==> config.mk <==
export PLATFORM = sky130hd
export DESIGN_NAME = mux_select_scanner
export DESIGN_NICKNAME = d
export VERILOG_FILES = /design/src/rtl/mux_select_scanner.sv
export SDC_FILE = /design/constraint.sdc
export NUM_CORES = 1
export LEC_CHECK = 0
export BUFFER_PORTS_ARGS = -buffer_cell sky130_fd_sc_hd__buf_2
export CORE_ASPECT_RATIO = 0.7
export CORE_MARGIN = 8
export CORE_UTILIZATION = 36
export DETAILED_ROUTE_END_ITERATION = 6
export SYNTH_ARGS = -nofsm -noshare
export SYNTH_HDL_FRONTEND = slang
export SYNTH_SLANG_ARGS = --single-unit
==> constraint.sdc <==
create_clock -name clk -period 1.85 [get_ports clk]
set_clock_uncertainty 0.2 [all_clocks]
set_input_delay 0.0925 -clock clk [delete_from_list [all_inputs] [get_ports clk]]
set_output_delay 0.0925 -clock clk [all_outputs]
set_load 0.005 [all_outputs]
==> src/rtl/mux_select_scanner.sv <==
// mux_select_scanner
//
// Walks the select of a downstream 8:1 (generally 2**SEL_W:1) multiplexer
// through every channel, waits SETTLE_CYC cycles for the mux output to
// settle, samples it for one cycle, and packs the samples into a result
// word. A one-cycle done pulse marks the moment the new result appears.
//
// Ports
//   clk        in   rising-edge clock
//   reset      in   synchronous, active-high reset
//   start      in   request a full scan (ignored while busy)
//   y_in       in   output of the downstream mux
//   sel        out  SEL_W-bit mux select
//   busy       out  high while a scan is in progress
//   done       out  one-cycle pulse, result updated in the same cycle
//   result     out  N bits, bit i = y_in sampled while sel == i
//   dbg_state  out  current FSM state (IDLE=0, SETTLE=1, SAMPLE=2)
//
// Handshake: start is a level sampled on each rising edge. It is accepted
// only in IDLE (including the done cycle, which allows back-to-back scans)
// and is dropped silently otherwise; there is no queueing.
module mux_select_scanner #(
    parameter int SEL_W      = 3,
    parameter int SETTLE_CYC = 1
) (
    input  logic                  clk,
    input  logic                  reset,
    input  logic                  start,
    input  logic                  y_in,
    output logic [SEL_W-1:0]      sel,
    output logic                  busy,
    output logic                  done,
    output logic [(2**SEL_W)-1:0] result,
    output logic [1:0]            dbg_state
);

    localparam int N = 2 ** SEL_W;

    // Settle counter is 4 bits wide: SETTLE_CYC is limited to 1..15.
    localparam logic [3:0]       SETTLE_LAST = 4'(SETTLE_CYC - 1);
    localparam logic [SEL_W-1:0] SEL_LAST    = '1;

    typedef enum logic [1:0] {
        IDLE   = 2'd0,
        SETTLE = 2'd1,
        SAMPLE = 2'd2
    } state_t;

    state_t         state_q, state_d;
    logic [SEL_W-1:0] sel_q, sel_d;
    logic [3:0]     cnt_q, cnt_d;
    logic [N-1:0]   scratch_q, scratch_d;
    logic [N-1:0]   result_q, result_d;
    logic           busy_q, busy_d;
    logic           done_q, done_d;

    always_ff @(posedge clk) begin
        if (reset) begin
            state_q   <= IDLE;
            sel_q     <= '0;
            cnt_q     <= '0;
            scratch_q <= '0;
            result_q  <= '0;
            busy_q    <= 1'b0;
            done_q    <= 1'b0;
        end else begin
            state_q   <= state_d;
            sel_q     <= sel_d;
            cnt_q     <= cnt_d;
            scratch_q <= scratch_d;
            result_q  <= result_d;
            busy_q    <= busy_d;
            done_q    <= done_d;
        end
    end

    always_comb begin
        state_d   = state_q;
        sel_d     = sel_q;
        cnt_d     = cnt_q;
        scratch_d = scratch_q;
        result_d  = result_q;
        busy_d    = busy_q;
        done_d    = 1'b0;

        unique case (state_q)
            IDLE: begin
                // sel keeps its last value while idle; a new scan always
                // restarts at channel 0.
                if (start) begin
                    sel_d     = '0;
                    scratch_d = '0;
                    cnt_d     = '0;
                    busy_d    = 1'b1;
                    state_d   = SETTLE;
                end
            end

            SETTLE: begin
                if (cnt_q == SETTLE_LAST) begin
                    cnt_d   = '0;
                    state_d = SAMPLE;
                end else begin
                    cnt_d = cnt_q + 4'd1;
                end
            end

            SAMPLE: begin
                scratch_d[sel_q] = y_in;
                if (sel_q == SEL_LAST) begin
                    // The last bit bypasses scratch so result and done
                    // land on the same edge.
                    result_d        = scratch_q;
                    result_d[N-1]   = y_in;
                    done_d          = 1'b1;
                    busy_d          = 1'b0;
                    state_d         = IDLE;
                end else begin
                    sel_d   = sel_q + 1'b1;
                    state_d = SETTLE;
                end
            end

            default: begin
                state_d = IDLE;
                busy_d  = 1'b0;
            end
        endcase
    end

    assign sel       = sel_q;
    assign busy      = busy_q;
    assign done      = done_q;
    assign result    = result_q;
    assign dbg_state = state_q;

endmodule

==> results.json, run 1 <==
{
  "fraction_of_final_layout_cells_sized_beyond_drive_strength_1_pct": 23.9,
  "reg2reg_from": "sel[0]",
  "clk_latency_ns": 0.27,
  "place.detailed.hpwl_mm": 2.07,
  "reg2reg_depth": 5,
  "rsz_0062_raised_after_global_routing": "false",
  "vdd_ir_drop_max_v": 0.000299,
  "synth_ff_type": "sky130_fd_sc_hd__dfxtp_1",
  "vias_per_cell": 5.30,
  "tritoncts": "built",
  "cts-root-buf": "sky130_fd_sc_hd__clkbuf_8",
  "hold_start": "reset",
  "yosysWarnings": 0,
  "start_util_pct": 37.7,
  "synth_cell_count_leaders": "26 x sky130_fd_sc_hd__dfxtp_1, 15 x sky130_fd_sc_hd__nand3_1, 13 x sky130_fd_sc_hd__nand2_1",
  "timing.final.max_slew_violations": 0,
  "powerDensity_nw_per_um2": 788,
  "tightest_slew_ns": 0.433,
  "synth_async_sr_flop_share_pct": 0,
  "cp_slowest_cell": "sky130_fd_sc_hd__or3_4",
  "min_period_ns": 1.79,
  "max_cap_viols": 0,
  "r2r_slack_ns": 0.06,
  "tritoncts.num_buffers": 3,
  "drt_iter0_markers": 98,
  "synth.top_cells.by_area": "sky130_fd_sc_hd__dfxtp_1 44%, sky130_fd_sc_hd__nand3_1 6.4%, sky130_fd_sc_hd__a21oi_1 4.7%",
  "groute.usage.overall_pct": 11.1,
  "syn2layout_area_growth_pct": 20.5,
  "timing.setup.critical_path_class": "reg2reg",
  "routability_congestion_estimate": 0.774,
  "leakagePower_nw": 0.569,
  "cp_data_required_time_ns": 1.83,
  "ys_seq_area_share_pct": 44.2,
  "routed_wl_mm": 2.87,
  "worstReg2RegEnd": "sel[0]",
  "timing.final.hold_violations": 0,
  "worstSetupStartpoint": "sel[0]",
  "antenna_found_initial": 0,
  "yosys.area.top_type_share_pct": 44.2,
  "end_kind": "flop",
  "vias": 1045,
  "drt_pass_1_iters": 4,
  "syn-mean-instance-area_um2": 8.53,
  "die_h_um": 63.8,
  "placementRows": 17,
  "synth_cells": 138,
  "result_of_the_run": "finished, final reports clean",
  "fin_nets": 168,
  "critical_path_arrival_ns": 1.77,
  "antenna_cells": 0,
  "cts_max_path_buffers": 2,
  "holdWs_ns": 0.00328,
  "gr-total-overflow": 0,
  "cell_type_with_the_highest_aggregate_area_in_the_netlist": "sky130_fd_sc_hd__dfxtp_1",
  "clock_sink_count": 26,
  "synth_enable_flop_cells": 0,
  "final-setup-viol-count": 0,
  "period_share_pct": 96.7,
  "route.detailed.drc": 0,
  "synth_area_um2": 1180,
  "grt_pass1_wl_mm": 4.93,
  "design.die.area_um2": 5390,
  "top_level_ports": 19,
  "post_cts.resized_instances": 0,
  "max_slew_margin_pct": 71.1,
  "die_w_um": 84.4,
  "whs_endpoint": "result[7]",
  "worst_hold_path_class": "in2reg",
  "post_cts_hold_fix_bufs": 1,
  "cp_cell_sequence": "ha_1 -> ha_1 -> and2_1 -> or3_4 -> o31ai_1",
  "critical_path_launch_point_type": "flop",
  "number_of_nets_produced_by_synthesis": 146,
  "routed_wire_length_per_instance_um": 14.6,
  "maximum_number_of_pins_on_one_net_before_global_route_repair": 21,
  "ant_nets": 0,
  "synth.distinct_cells": 34,
  "crit_fanout": 4,
  "setup_tns_ns": 0,
  "core_area_um2": 3130,
  "cts_setup_buffers": 0,
  "max_freq_mhz": 559,
  "post-route-util_pct": 45.4,
  "hold_path_depth": 2,
  "ys_ff_latch": 26,
  "cts_max_level": 1,
  "portBuffers": 18,
  "yosys.cell_count.top_type": "sky130_fd_sc_hd__dfxtp_1",
  "critical_path.max_stage_delay_ns": 0.36,
  "grt_pass1_vias": 1048,
  "cts.reportedPaths.clkPinSlew_ns": 0.09,
  "critical-path-top-cell-by-count": "sky130_fd_sc_hd__ha_1"
}
[logic make-up after synthesis]
| group | synth area share [%] |
|---|---|
| muxes | 0.850 |
| buffers and inverters | 5.21 |
| DFF | 44.2 |
| AOI/OAI and AO/OA | 17.4 |
| adders and majority gates | 4.25 |
| and+or+nand+nor | 28.1 |
[where the power goes]
group / switching [mW] / internal [mW]
combinational: 0.0479 / 0.0309
sequential: 0.00490 / 0.565
clock: 0.180 / 0.290
[registers in the layout, summed over array words and instances, names as in the netlist]
register and cells:
result 8, busy 1, done 1, cnt_q 4, sel 3, dbg_state 2
scratch_q 7
[metrics by stage]
stage	cells	cell area [um2]	power, mW	setup slack, ns
after detailed placement	192	1340	0.660	0.115
after global routing	197	1420	1.17	0.00178
after global placement	192	1340	0.658	0.179
final	197	1420	1.12	0.0614
after floorplan	138	1190	0.633	0.00390
after CTS	197	1420	1.13	0.0348
[cell type report]
type	instances	area, um2
fill	304	1710
clock inverter	1	30.0
inverter	5	18.8
timing repair buffer	27	160
tap	38	47.5
sequential	26	520
multi-input combinational	97	601
clock buffer	3	41.3
[cells in the final DEF (no fill, tap or decap), types with 2 or more instances in the layout]
cell type,instances
sky130_fd_sc_hd__dfxtp_1,26
sky130_fd_sc_hd__nand2b_1,6
sky130_fd_sc_hd__nand3b_1,2
sky130_fd_sc_hd__a31o_2,6
sky130_fd_sc_hd__nor2b_1,4
sky130_fd_sc_hd__ha_1,4
sky130_fd_sc_hd__o311ai_0,3
sky130_fd_sc_hd__buf_4,8
sky130_fd_sc_hd__nand2_1,13
sky130_fd_sc_hd__nor2_1,4
sky130_fd_sc_hd__buf_2,18
sky130_fd_sc_hd__a21oi_1,11
sky130_fd_sc_hd__o21ai_0,2
sky130_fd_sc_hd__nor3_1,6
sky130_fd_sc_hd__or3_1,3
sky130_fd_sc_hd__clkbuf_8,3
sky130_fd_sc_hd__inv_1,5
sky130_fd_sc_hd__nor4_1,2
sky130_fd_sc_hd__nand3_1,15
[worst max-delay path by stage]
| stage | end | slack, ns |
|---|---|---|
| global route | sel[0] | 0.002 |
| detailed placement | sel[0] | 0.12 |
| floorplan | sel[0] | 0.004 |
| global placement | sel[0] | 0.18 |
| finish | sel[0] | 0.06 |
| CTS | sel[0] | 0.03 |
[layer usage]
layer  GRT usage (%)  vias to the layer above  routed length [um]
li1                -                      540                   -
met1            13.6                      484                1420
met2            17.0                       17                1240
met3            4.05                        4                 160
met4            5.06                        0                  51
met5               0                        -                   0
[critical path: cells and delay by family (launching register included)]
kind	cells	cell delay (ns)
and+or+nand+nor	2	0.56
DFF	1	0.33
AOI/OAI and AO/OA	1	0.21
adders and majority gates	2	0.40
No activity file was read; power rests on OpenSTA's default activity.
==> run 2: changes to the inputs <==
--- a/config.mk
+++ b/config.mk
@@ -6,10 +6,12 @@
 export NUM_CORES = 1
 export LEC_CHECK = 0
 export BUFFER_PORTS_ARGS = -buffer_cell sky130_fd_sc_hd__buf_2
+export CAP_MARGIN = 15
 export CORE_ASPECT_RATIO = 0.7
 export CORE_MARGIN = 8
 export CORE_UTILIZATION = 36
 export DETAILED_ROUTE_END_ITERATION = 6
+export PLACE_DENSITY = 0.59
 export SYNTH_ARGS = -nofsm -noshare
 export SYNTH_HDL_FRONTEND = slang
 export SYNTH_SLANG_ARGS = --single-unit
==> results.json, run 2 (same netlist as run 1, synthesis figures left out) <==
{
  "die_w_um": 84.4,
  "gr-total-overflow": 0,
  "reg2reg_from": "sel[0]",
  "start_util_pct": 37.7,
  "grt_pass1_wl_mm": 4.87,
  "routability_congestion_estimate": 0.793,
  "route.detailed.drc": 0,
  "hold_path_depth": 4,
  "number_of_cells_in_the_design_after_placement": 193,
  "post_cts_hold_fix_bufs": 2,
  "fin_nets": 170,
  "drt_pass_1_iters": 4,
  "crit_fanout": 4,
  "cts_max_path_buffers": 2,
  "largest_reg_flops": 8,
  "end_kind": "flop",
  "max_slew_margin_pct": 70.3,
  "antenna_cells": 0,
  "mostFrequentLayoutCells": "26 x sky130_fd_sc_hd__dfxtp_1, 18 x sky130_fd_sc_hd__buf_2, 15 x sky130_fd_sc_hd__nand3_1",
  "timing.final.max_slew_violations": 0,
  "whs_endpoint": "busy",
  "clock_sink_count": 26,
  "cts.reportedPaths.clkPinSlew_ns": 0.09,
  "setup_tns_ns": 0,
  "max_cap_viols": 0,
  "reg2reg_depth": 5,
  "cts-root-buf": "sky130_fd_sc_hd__clkbuf_8",
  "tightest_slew_ns": 0.445,
  "place.detailed.hpwl_mm": 2.04,
  "result_of_the_run": "finished, final reports clean",
  "critical_path_arrival_ns": 1.73,
  "placementRows": 17,
  "routed_wire_length_per_instance_um": 14.3,
  "powerDensity_nw_per_um2": 786,
  "vias_per_cell": 5.37,
  "tritoncts.num_buffers": 3,
  "drt_iter0_markers": 77,
  "vias": 1068,
  "antenna_found_initial": 0,
  "period_share_pct": 94.0,
  "cp_data_required_time_ns": 1.84,
  "hold_start": "start",
  "r2r_slack_ns": 0.11,
  "tritoncts": "built",
  "groute.usage.overall_pct": 10.8,
  "ant_nets": 0,
  "min_period_ns": 1.74,
  "design.die.area_um2": 5390,
  "grt_pass1_vias": 1032,
  "routed_wl_mm": 2.85,
  "final-instance-count-excl-fill": 199,
  "cts_setup_buffers": 0,
  "timing.setup.critical_path_class": "reg2reg",
  "syn2layout_area_growth_pct": 22.0,
  "final_common_cell": "sky130_fd_sc_hd__dfxtp_1",
  "vdd_ir_drop_max_v": 0.000306,
  "critical_path_launch_point_type": "flop",
  "core_area_um2": 3130,
  "rsz_0062_raised_after_global_routing": "false",
  "worstReg2RegEnd": "sel[0]",
  "portBuffers": 18,
  "max_freq_mhz": 575,
  "cts_max_level": 1,
  "fraction_of_final_layout_cells_sized_beyond_drive_strength_1_pct": 24.2,
  "worst_hold_path_class": "in2reg",
  "maximum_number_of_pins_on_one_net_before_global_route_repair": 21,
  "post_cts.resized_instances": 0,
  "top_level_ports": 19,
  "leakagePower_nw": 0.579,
  "timing.final.hold_violations": 0,
  "post-route-util_pct": 45.9,
  "clk_latency_ns": 0.27,
  "die_h_um": 63.8,
  "final-setup-viol-count": 0
}
## run 2: cell count changes in the layout (fill, tap and decap cells not counted)
cell and delta:
sky130_fd_sc_hd__buf_4 +1, sky130_fd_sc_hd__dlygate4sd3_1 +1
## run 2: report_power, final
| group | switching (mW) | internal, mW | leakage [nW] |
|---|---|---|---|
| sequential | 0.00537 | 0.565 | 0.210 |
| combinational | 0.0477 | 0.0347 | 0.333 |
| clock | 0.185 | 0.290 | 0.0357 |
| total | 0.238 | 0.890 | 0.579 |
## run 2: worst max-delay path by stage
stage,start,end,slack (ns),depth (start not counted)
3_3_place_gp,sel[0],sel[0],0.16,5
6_report,sel[0],sel[0],0.11,5
2_1_floorplan,sel[0],sel[0],0.004,6
3_5_place_dp,sel[0],sel[1],0.11,5
4_1_cts,sel[0],sel[1],0.09,5
5_1_grt,sel[0],sel[1],0.02,5
## run 2: cell type report
cell class              count  area [um2]
clock buffers               3        41.3
clock inverters             1        30.0
fillers                   328        1690
inverters                   5        18.8
multi-input cells          97         601
flip-flops and latches     26         520
well taps                  38        47.5
repair buffers             29         178
## run 2: critical path, cell delays in order (launching register included)
cell and delay [ns]:
sky130_fd_sc_hd__dfxtp_1 0.33, sky130_fd_sc_hd__ha_1 0.19, sky130_fd_sc_hd__ha_1 0.20, sky130_fd_sc_hd__and2_1 0.19
sky130_fd_sc_hd__or3_4 0.35, sky130_fd_sc_hd__o31ai_1 0.19
## run 2: per-stage QoR
stage / total power, mW / setup WS [ns] / hold WS [ns] / area, um2
after floorplan: 0.633 / 0.00390 / 0.0364 / 1190
after global placement: 0.661 / 0.162 / 0.144 / 1350
after detailed placement: 0.662 / 0.108 / 0.158 / 1350
after CTS: 1.14 / 0.0859 / 0.0225 / 1440
after global routing: 1.17 / 0.0214 / 0.0556 / 1440
final: 1.13 / 0.111 / 0.0226 / 1440
## run 2: per-layer routing
layer	global-route usage, %	vias up	routed length [um]
met2	16.9	21	1220
li1	-	539	-
met1	14.1	506	1460
met3	3.80	2	151
met5	0	-	0
met4	2.53	0	14
